### config.mk
export PLATFORM = sky130hd
export DESIGN_NAME = serial_subtractor
export DESIGN_NICKNAME = d
export VERILOG_FILES = /design/src/rtl/serial_sub_pkg.sv /design/src/rtl/fullsubtractor.sv /design/src/rtl/serial_subtractor.sv
export SDC_FILE = /design/constraint.sdc
export NUM_CORES = 1
export LEC_CHECK = 0
export CORE_MARGIN = 2
export CORE_UTILIZATION = 49
export CTS_BUF_LIST = sky130_fd_sc_hd__clkbuf_2 sky130_fd_sc_hd__clkbuf_4 sky130_fd_sc_hd__clkbuf_8
export DETAILED_ROUTE_END_ITERATION = 16
export GPL_TIMING_DRIVEN = 0
export PLACE_DENSITY_LB_ADDON = 0.3
export SLEW_MARGIN = 20
export SYNTH_ARGS = -nofsm -noshare
export SYNTH_HDL_FRONTEND = slang
export SYNTH_SLANG_ARGS = --single-unit
### constraint.sdc
create_clock -name clk -period 1.3 [get_ports clk]
set_input_delay 0.26 -clock clk [delete_from_list [all_inputs] [get_ports clk]]
set_output_delay 0.26 -clock clk [all_outputs]
set_load 0.01 [all_outputs]
### src/rtl/serial_sub_pkg.sv
// Shared constants for the bit-serial subtractor: FSM encoding and default operand width.
package serial_sub_pkg;

  localparam int unsigned SERIAL_SUB_WIDTH = 8;

  typedef enum logic [1:0] {
    ST_IDLE = 2'd0,
    ST_RUN  = 2'd1,
    ST_DONE = 2'd2
  } state_t;

endpackage

### src/rtl/fullsubtractor.sv
// 1-bit full-subtractor cell (x - y - b_in), and/or/not logic only, purely combinational.
module fullsubtractor (
  input  logic x,
  input  logic y,
  input  logic b_in,
  output logic d,
  output logic b_out
);

  logic xy;

  // xor expressed as sum of products
  assign xy    = (x & ~y) | (~x & y);
  assign d     = (xy & ~b_in) | (~xy & b_in);
  assign b_out = (~x & y) | (~x & b_in) | (y & b_in);

endmodule

### src/rtl/serial_subtractor.sv
// Bit-serial a - b, LSB first, one bit per clock through a single fullsubtractor cell.
// Optional SERIAL_SUB_OVERFLOW_EN adds a signed-overflow output held alongside diff.
module serial_subtractor
  import serial_sub_pkg::*;
#(
  parameter int unsigned WIDTH = SERIAL_SUB_WIDTH
) (
  input  logic             clk,
  input  logic             rst_n,
  input  logic             start_valid,
  output logic             start_ready,
  input  logic [WIDTH-1:0] a,
  input  logic [WIDTH-1:0] b,
  output logic [WIDTH-1:0] diff,
  output logic             borrow_out,
`ifdef SERIAL_SUB_OVERFLOW_EN
  output logic             overflow,
`endif
  output logic             done
);

  localparam int unsigned CNT_W = $clog2(WIDTH);

  state_t             state, state_nxt;
  logic [WIDTH-1:0]   a_sh, b_sh, res_sh;
  logic               borrow;
  logic [CNT_W-1:0]   cnt;
  logic               load, step, finish;
  logic               cell_d, cell_b;

  fullsubtractor u_cell (
    .x    (a_sh[0]),
    .y    (b_sh[0]),
    .b_in (borrow),
    .d    (cell_d),
    .b_out(cell_b)
  );

  always_ff @(posedge clk or negedge rst_n) begin
    if (!rst_n) state <= ST_IDLE;
    else        state <= state_nxt;
  end

  always_comb begin
    state_nxt = state;
    load      = 1'b0;
    step      = 1'b0;
    finish    = 1'b0;
    case (state)
      ST_IDLE: begin
        if (start_valid) begin
          load      = 1'b1;
          state_nxt = ST_RUN;
        end
      end
      ST_RUN: begin
        step = 1'b1;
        if (cnt == CNT_W'(WIDTH - 1)) begin
          finish    = 1'b1;
          state_nxt = ST_DONE;
        end
      end
      ST_DONE: state_nxt = ST_IDLE;
      default: state_nxt = ST_IDLE;
    endcase
  end

  // Operand/result shift registers, borrow flop and bit counter
  always_ff @(posedge clk or negedge rst_n) begin
    if (!rst_n) begin
      a_sh   <= '0;
      b_sh   <= '0;
      res_sh <= '0;
      borrow <= 1'b0;
      cnt    <= '0;
    end else if (load) begin
      a_sh   <= a;
      b_sh   <= b;
      borrow <= 1'b0;
      cnt    <= '0;
    end else if (step) begin
      a_sh   <= a_sh >> 1;
      b_sh   <= b_sh >> 1;
      res_sh <= {cell_d, res_sh[WIDTH-1:1]};
      borrow <= cell_b;
      cnt    <= cnt + CNT_W'(1);
    end
  end

  // Registered handshake and result hold; diff is captured from the last shift in flight
  always_ff @(posedge clk or negedge rst_n) begin
    if (!rst_n) begin
      start_ready <= 1'b1;
      done        <= 1'b0;
      diff        <= '0;
      borrow_out  <= 1'b0;
    end else begin
      start_ready <= (state_nxt == ST_IDLE);
      done        <= finish;
      if (finish) begin
        diff       <= {cell_d, res_sh[WIDTH-1:1]};
        borrow_out <= cell_b;
      end
    end
  end

`ifdef SERIAL_SUB_OVERFLOW_EN
  logic a_msb, b_msb;

  always_ff @(posedge clk or negedge rst_n) begin
    if (!rst_n) begin
      a_msb    <= 1'b0;
      b_msb    <= 1'b0;
      overflow <= 1'b0;
    end else begin
      if (load) begin
        a_msb <= a[WIDTH-1];
        b_msb <= b[WIDTH-1];
      end
      // final cell output is the result MSB
      if (finish) overflow <= (a_msb != b_msb) && (cell_d != a_msb);
    end
  end
`endif

endmodule
Word level (Yosys, flattened, before mapping)
Index checks and enable logic that the tools add are counted.
Word-level totals
  flip-flop bits (word level): 41
  bits of input ports: 19
  output and inout port bits: 11
  word-level logic and storage cells: 48
Operators by class
  add/sub/neg operators: 1
  equality and inequality tests: 2
  mux-type cells: 16
  bitwise logic cells: 15
  reduce and logical (&&, ||, !) cells: 4
Operators with widths (number)
  $mux 8: 4
  $mux 1: 7
  $and 1x1->1: 6
  $mux 3: 2
  $not 1->1: 5
  $logic_not 2->1: 2
  $mux 2: 2
  $or 1x1->1: 4
  $pmux 2 s2: 1
  $add 3x1->3 const B: 1
  $eq 3x3->1 const B: 1
  $eq 2x1->1 const B: 1
  $reduce_and 2->1: 1
  $reduce_bool 2->1: 1

Longest topological paths before layout
Gate-level depths: netlist (run 1).
  depth after elaboration: 6
  mapped depth: 6

By module
A second synthesis (run 1) with hierarchy kept.
Unflattened totals
  cells, all modules: 136
  area, all modules: 1650.3 um2
Modules (own cells, without submodules)
  serial_subtractor: times used 1, cells an instance 133, area an instance 1622.8 um2, sequential area each 1002.2 um2
  fullsubtractor: times used 1, cells an instance 3, area an instance 27.5 um2, sequential area each 0.0 um2

Least setup slack after synthesis (run 1)
Ideal clock, no wire load.
  path kind: register to register
  start point: reg cnt[0]
  end point: reg borrow_out
  library setup time: 0.125 ns
  arrival: 1.299 ns
  slack: -0.125 ns
  stages on the path, launching flop included: 6
  period minus slack after synthesis: 1.425 ns
  cells stage by stage: dfrtp_1 -> ha_1 -> ha_1 -> nand3b_4 -> buf_6 -> mux2_4
Between the ends
  word-level cells in the longest chain between the ends: 3
RTL lines
  start, declared: line serial_subtractor.sv:27  | logic [CNT_W-1:0] cnt;
  start signal, assigned: line serial_subtractor.sv:86  | cnt <= cnt + CNT_W'(1);
  $eq 3x3->1: line serial_subtractor.sv:58  | if (cnt == CNT_W'(WIDTH - 1)) begin
  $mux 1: line serial_subtractor.sv:58
  $mux 1: line serial_subtractor.sv:49  | case (state)
  end signal, assigned: line serial_subtractor.sv:102  | borrow_out <= cell_b;
  end, declared: line serial_subtractor.sv:15  | output logic borrow_out,
Every way passes these cells.
A chain may end at the register's enable or synchronous reset.

Final worst setup path (run 1)
Same ends and word-level chain as after synthesis.

==> results.txt, run 1 <==
run status: complete, but fails checks
failing checks: setup timing
period utilization: 1.08
post-synthesis sequential element count: 40
Layout Cells excl Fill: 237
final hold violation count: 0
DRT antenna net count: 0
Fillers: 275
Setup-failing EPs final: 8
Antenna diodes: 0
worst setup path startpoint: cnt[0]
Pwr Density: 2280 nW/um^2
Max clock buf depth: 2
CTS tree: done
peak supply drop: 1.04 mV
Final min period: 1.40 ns
final WL: 3410 um
number of enable flip-flop cells after synthesis: 0
Worst Min Path Start: start_valid
Power Internal: 0.00338 W
LEAKAGE: 1.08 nW
Seq pwr share: 0.424
post-placement worst setup slack: -0.136 ns
Worst-Skew Late Latency: 0.35 ns
die area: 3990 sq um
via count: 1258
GP Congestion: 0.828
total grt overflow: 0
syn_nets: 165
WP data arrival: 1.64 ns
Avg Inst Size Synth: 12.0 sq um
crit-path max FO: 8
post-synthesis xor/xnor area fraction: 0
root cell of the clock tree: clkbuf_4
Combinational Power Share: 0.443
largest net degree at the start of global routing: 26
sequential fraction of the synthesis area: 0.585
Synth top area share: 0.569
# IOs: 30
Most used DFF post-synth: dfrtp_1
Iteration-0 DRC Markers: 46
initial antenna violation count: 0
vias per cell: 5.31
cell taking the most area after synthesis: dfrtp_1
area of the multi-input gates: 618 sq um
ys async rst share: 1.00
Syn Std Cell Area: 1710 sq um
Setup TNS: -0.683 ns
Critical Path Source Type: register
Synth Area in Simple Gates: 0.0956
Rows: 21
initial core utilization: 0.514
Area Overhead vs Synth: 30.9%
placed cells: 218
GRT Total Usage: 0.191
FF-to-FF Start: cnt[0]
total CTS buffers: 5
Sw Ratio: 0.337
post-synthesis mux area share: 0.0657
commonest non-fill, non-tap cell in the layout: dfrtp_1
Synth area leaders: dfrtp_1 57%, o22ai_1 6.2%, mux2_4 5.3%, nand2_1 4.4%, a2bb2oi_1 3.1%
Final Skew: 0.00455 ns
DP HPWL: 2330 um
worst-margin pin slew: 0.441 ns
worst hold path class: primary input to register
RSZ-0062 raised after global routing: true
switching power: 0.00172 W
f_max: 713 MHz
H-tree depth: 2
Die X: 63.1 um
Clock Sinks: 40
CP Class: register to register
power share of the clock group: 0.133
clock transition at the registers of the reported paths: 0.10 ns
share of cells above drive strength 1: 0.241
most frequent cells in the layout: 39 x dfrtp_1, 20 x nand2_1, 17 x o22ai_1
vias in the first global route: 1263
number of DRC violations after detailed routing: 0
final-stage net count: 212
Adder-Cell Fraction of Synth Area: 0.0263
relative slew slack: 0.706
CP Capture Type: register
max-slew violations: 0
synth warn: 0
compound-cell area share of the yosys netlist: 0.164
Die Height: 63.1 um
per-cell routed wire length: 14.4 um
Register Area: 1000 sq um
gate count of the mapped netlist: 143
post-layout util: 0.672
Worst Slack Setup Final: -0.103 ns
count of cell types in the netlist: 25
Buffers on Ports: 28
Crit path required time: 1.54 ns
first-pass GRT wire length: 5700 um
max_cap viols: 0
Core Area: 3340 sq um
main combinational cell family by area after synthesis: compound AO/OA/AOI/OAI gates
DRT Pass-1 Iters: 4
[layer usage]
layer / wire length [um] / vias up / track usage / share of wire
li1: - / 604 / - / -
met1: 1410 / 606 / 0.215 / 0.42
met2: 1740 / 39 / 0.339 / 0.51
met3: 167 / 9 / 0.0429 / 0.049
met4: 80 / 0 / 0.0917 / 0.023
met5: 0 / - / 0 / 0
[state kept, by name, summed over array words and instances, names as in the netlist]
name and cells:
a_sh 8, b_sh 8, diff 8, res_sh 7, cnt 3, state 2, borrow 1, borrow_out 1
done 1, start_ready 1
[cell usage after synthesis (2+ instances only)]
cell type  number
buf_2           6
o22ai_1        17
nand3b_1        2
a2bb2oi_1       6
nand2_1        20
ha_1            2
dfrtp_1        39
inv_1           9
nand2b_1        3
o221a_2         2
nor2_1          4
buf_6           4
mux2_4          6
o21ai_0         3
a21oi_1         7
mux2_2          2
a22o_1          3
[kinds of logic (layout without fill, tap and decap cells)]
logic type,after synthesis,after routing
multiplexers,8,8
adder cells (fa/ha/maj),3,3
flip-flops,40,40
AO/OA/AOI/OAI,41,41
buffers and inverters,19,67
AND/OR/NAND/NOR,32,32
[power by group through the flow]
stage / Sequential [W] / Clock (W) / Combinational, W
6_report: 0.00216 / 0.000680 / 0.00227
2_1_floorplan: 0.00218 / 0 / 0.00138
5_1_grt: 0.00224 / 0.000764 / 0.00250
4_1_cts: 0.00216 / 0.000697 / 0.00216
3_5_place_dp: 0.00220 / 0 / 0.00212
3_3_place_gp: 0.00216 / 0 / 0.00203
[timing repair]
action                                  4_1_cts  5_1_grt
hold buffers                                  1        0
endpoints found under the setup margin       17       21
hold endpoints to repair                     15        0
buffers inserted                              7        3
pin swaps                                     1        0
gates resized for setup                      14       13
[worst max-delay path, cell delays in order, from the launching register on]
cell and delay [ns]:
dfrtp_1 0.40, ha_2 0.20, ha_4 0.16, nand3b_4 0.08
buf_8 0.14, mux2_4 0.31
[per-stage QoR]
step                      area [sq um]  power (W)  hold WS, ns
after global routing              2240    0.00550        0.353
after global placement            2070    0.00419        0.458
after CTS                         2210    0.00501        0.328
after floorplan                   1730    0.00357      -0.0356
final                             2240    0.00511        0.344
after detailed placement          2090    0.00432        0.220
[final timing paths]
| path | slack, ns | end | cells past startpoint |
|---|---|---|---|
| max in group asynchronous | 0.39 | start_ready | 3 |
| max | -0.10 | borrow_out | 5 |
| min in group asynchronous | 0.38 | b_sh[2] | 2 |
| min reg2reg | 0.50 | res_sh[1] | 2 |
| max reg2reg | -0.10 | borrow_out | 5 |
| min | 0.34 | a_sh[1] | 3 |
[final cells by class]
type,count,area share
clock buffer,8,0.0296
tap,46,0.0257
inverter,9,0.0151
buffer,10,0.0374
multi-input combinational,84,0.276
timing repair buffer,40,0.170
sequential,40,0.447
(Power assumes the default switching activity.)
==> run 2, diff against run 1 <==
--- a/config.mk
+++ b/config.mk
@@ -11,6 +11,7 @@
 export DETAILED_ROUTE_END_ITERATION = 16
 export GPL_TIMING_DRIVEN = 0
 export PLACE_DENSITY_LB_ADDON = 0.3
+export SETUP_SLACK_MARGIN = 0.05
 export SLEW_MARGIN = 20
 export SYNTH_ARGS = -nofsm -noshare
 export SYNTH_HDL_FRONTEND = slang
==> results.txt, run 2 (synthesis results as in run 1) <==
run status: complete, but fails checks
failing checks: setup timing
peak supply drop: 1.06 mV (+1.7%)
relative slew slack: 0.711 (+0.00430)
Iteration-0 DRC Markers: 60 (+30%)
placed cells: 218 (unchanged)
total CTS buffers: 5 (unchanged)
Crit-path slowest cell: dfrtp_1
WP data arrival: 1.64 ns (about the same)
via count: 1262 (+0.32%)
final WL: 3480 um (+2.1%)
Fillers: 275 (unchanged)
final-stage net count: 211 (-0.47%)
RSZ-0062 raised after global routing: true
DRT Pass-1 Iters: 4 (unchanged)
Worst-Skew Late Latency: 0.34 ns (about the same)
root cell of the clock tree: clkbuf_4
CP Capture Type: register
die area: 3990 sq um (unchanged)
GP Congestion: 0.828 (unchanged)
number of DRC violations after detailed routing: 0 (unchanged)
# IOs: 30 (unchanged)
H-tree depth: 2 (unchanged)
Die Height: 63.1 um (unchanged)
Area Overhead vs Synth: 30.4%
Critical Path Source Type: register
Worst Slack Setup Final: -0.105 ns (-0.00209 ns)
CP Class: register to register
CTS tree: done
max-slew violations: 0 (unchanged)
Clock Sinks: 40 (unchanged)
DP HPWL: 2330 um (unchanged)
largest registers: a_sh: 8 flops, b_sh: 8 flops, diff: 8 flops
post-placement worst setup slack: -0.136 ns (unchanged)
GRT Total Usage: 0.191 (+0.000774)
Layout Cells excl Fill: 236 (-0.42%)
Final Skew: 0.00581 ns (+0.00126 ns)
f_max: 712 MHz (-0.15%)
most frequent cells in the layout: 39 x dfrtp_1, 20 x nand2_1, 16 x clkdlybuf4s50_1
initial core utilization: 0.514 (unchanged)
Setup TNS: -0.719 ns (-0.0359 ns)
hold path cells: 3 (unchanged)
share of cells above drive strength 1: 0.321 (+0.0802)
Worst Min Path Start: start_valid
vias per cell: 5.35 (+0.74%)
period utilization: 1.08 (+0.00161)
Hold Path Sink: a_sh[5]
Die X: 63.1 um (unchanged)
post-layout util: 0.670 (-0.00225)
crit-path max FO: 8 (unchanged)
Max clock buf depth: 2 (unchanged)
commonest non-fill, non-tap cell in the layout: dfrtp_1
max_cap viols: 0 (unchanged)
Setup-failing EPs final: 8 (unchanged)
Final min period: 1.41 ns (+0.00209 ns)
final hold violation count: 0 (unchanged)
first-pass GRT wire length: 5710 um (+0.12%)
initial antenna violation count: 0 (unchanged)
per-cell routed wire length: 14.7 um (+2.5%)
R2R setup slack: -0.11 ns (about the same)
Critical R2R Capture: borrow_out
Antenna diodes: 0 (unchanged)
CP peak stage delay: 0.40 ns (about the same)
Crit path required time: 1.54 ns (about the same)
worst hold path class: primary input to register
vias in the first global route: 1261 (-0.16%)
total power: 0.00517 W (+1.2%)
Buffers on Ports: 28 (unchanged)
total grt overflow: 0 (unchanged)
r2r worst-path depth: 5 (unchanged)
DRT antenna net count: 0 (unchanged)
Core Area: 3340 sq um (unchanged)
clock transition at the registers of the reported paths: 0.11 ns (about the same)
crit path cell chain: ha_2, ha_4, nand3b_4, buf_8, mux2_4
Rows: 21 (unchanged)
LEAKAGE: 1.08 nW (+0.41%)
Pwr Density: 2310 nW/um^2 (+1.5%)
FF-to-FF Start: cnt[0]
worst setup path startpoint: cnt[0]
worst-margin pin slew: 0.434 ns (-0.00646 ns)
largest net degree at the start of global routing: 26 (unchanged)
-- run 2: how the worst max path moves through the flow --
stage	to	depth (start not counted)	slack, ns
floorplan	borrow_out	5	-0.05
global placement	a_sh[3]	1	-0.96
detailed placement	borrow_out	5	-0.14
CTS	borrow_out	5	-0.10
global route	borrow_out	5	-0.15
finish	borrow_out	5	-0.11
-- run 2: worst max-delay path: cells and delay by family (launching register included) --
kind	cells	cell delay [ns]
flip-flops	1	0.40
multiplexers	1	0.31
buffers and inverters	1	0.15
AND/OR/NAND/NOR	1	0.08
adder cells (fa/ha/maj)	2	0.36
-- run 2: per-stage QoR --
step / hold slack [ns] / area (sq um)
after floorplan: -0.0356 / 1730
after global placement: 0.458 / 2070
after detailed placement: 0.220 / 2090
after CTS: 0.328 / 2240
after global routing: 0.359 / 2240
final: 0.341 / 2240
-- run 2: where the power goes --
| part | leakage (nW) | switching [W] | internal, W |
|---|---|---|---|
| clock network | 0.0394 | 0.000374 | 0.000309 |
| logic | 0.561 | 0.00104 | 0.00126 |
| registers | 0.483 | 0.000370 | 0.00182 |
| total | 1.08 | 0.00178 | 0.00338 |
-- run 2: final cells by class --
| class | count | area, sq um | area share |
|---|---|---|---|
| buffer | 10 | 92.6 | 0.0414 |
| sequential | 40 | 1000 | 0.448 |
| timing repair buffer | 39 | 332 | 0.148 |
| inverter | 9 | 33.8 | 0.0151 |
| tap | 46 | 57.6 | 0.0257 |
| multi-input combinational | 84 | 652 | 0.292 |
| clock buffer | 8 | 66.3 | 0.0297 |
-- run 2: what timing repair did --
| action | in CTS | in global routing |
|---|---|---|
| hold endpoints to repair | 15 | 0 |
| pin swaps | 1 | 1 |
| hold buffers | 1 | 0 |
| gates cloned | 0 | 0 |
| resized for setup | 27 | 25 |
| endpoints found under the setup margin | 19 | 35 |
| setup buffers | 9 | 0 |
-- run 2: metal layers --
metal | vias to the layer above | track usage | wire (um)
met5 | - | 0 | 0
met3 | 9 | 0.0429 | 188
met4 | 0 | 0.0917 | 80
met1 | 612 | 0.215 | 1450
li1 | 601 | - | -
met2 | 40 | 0.342 | 1750
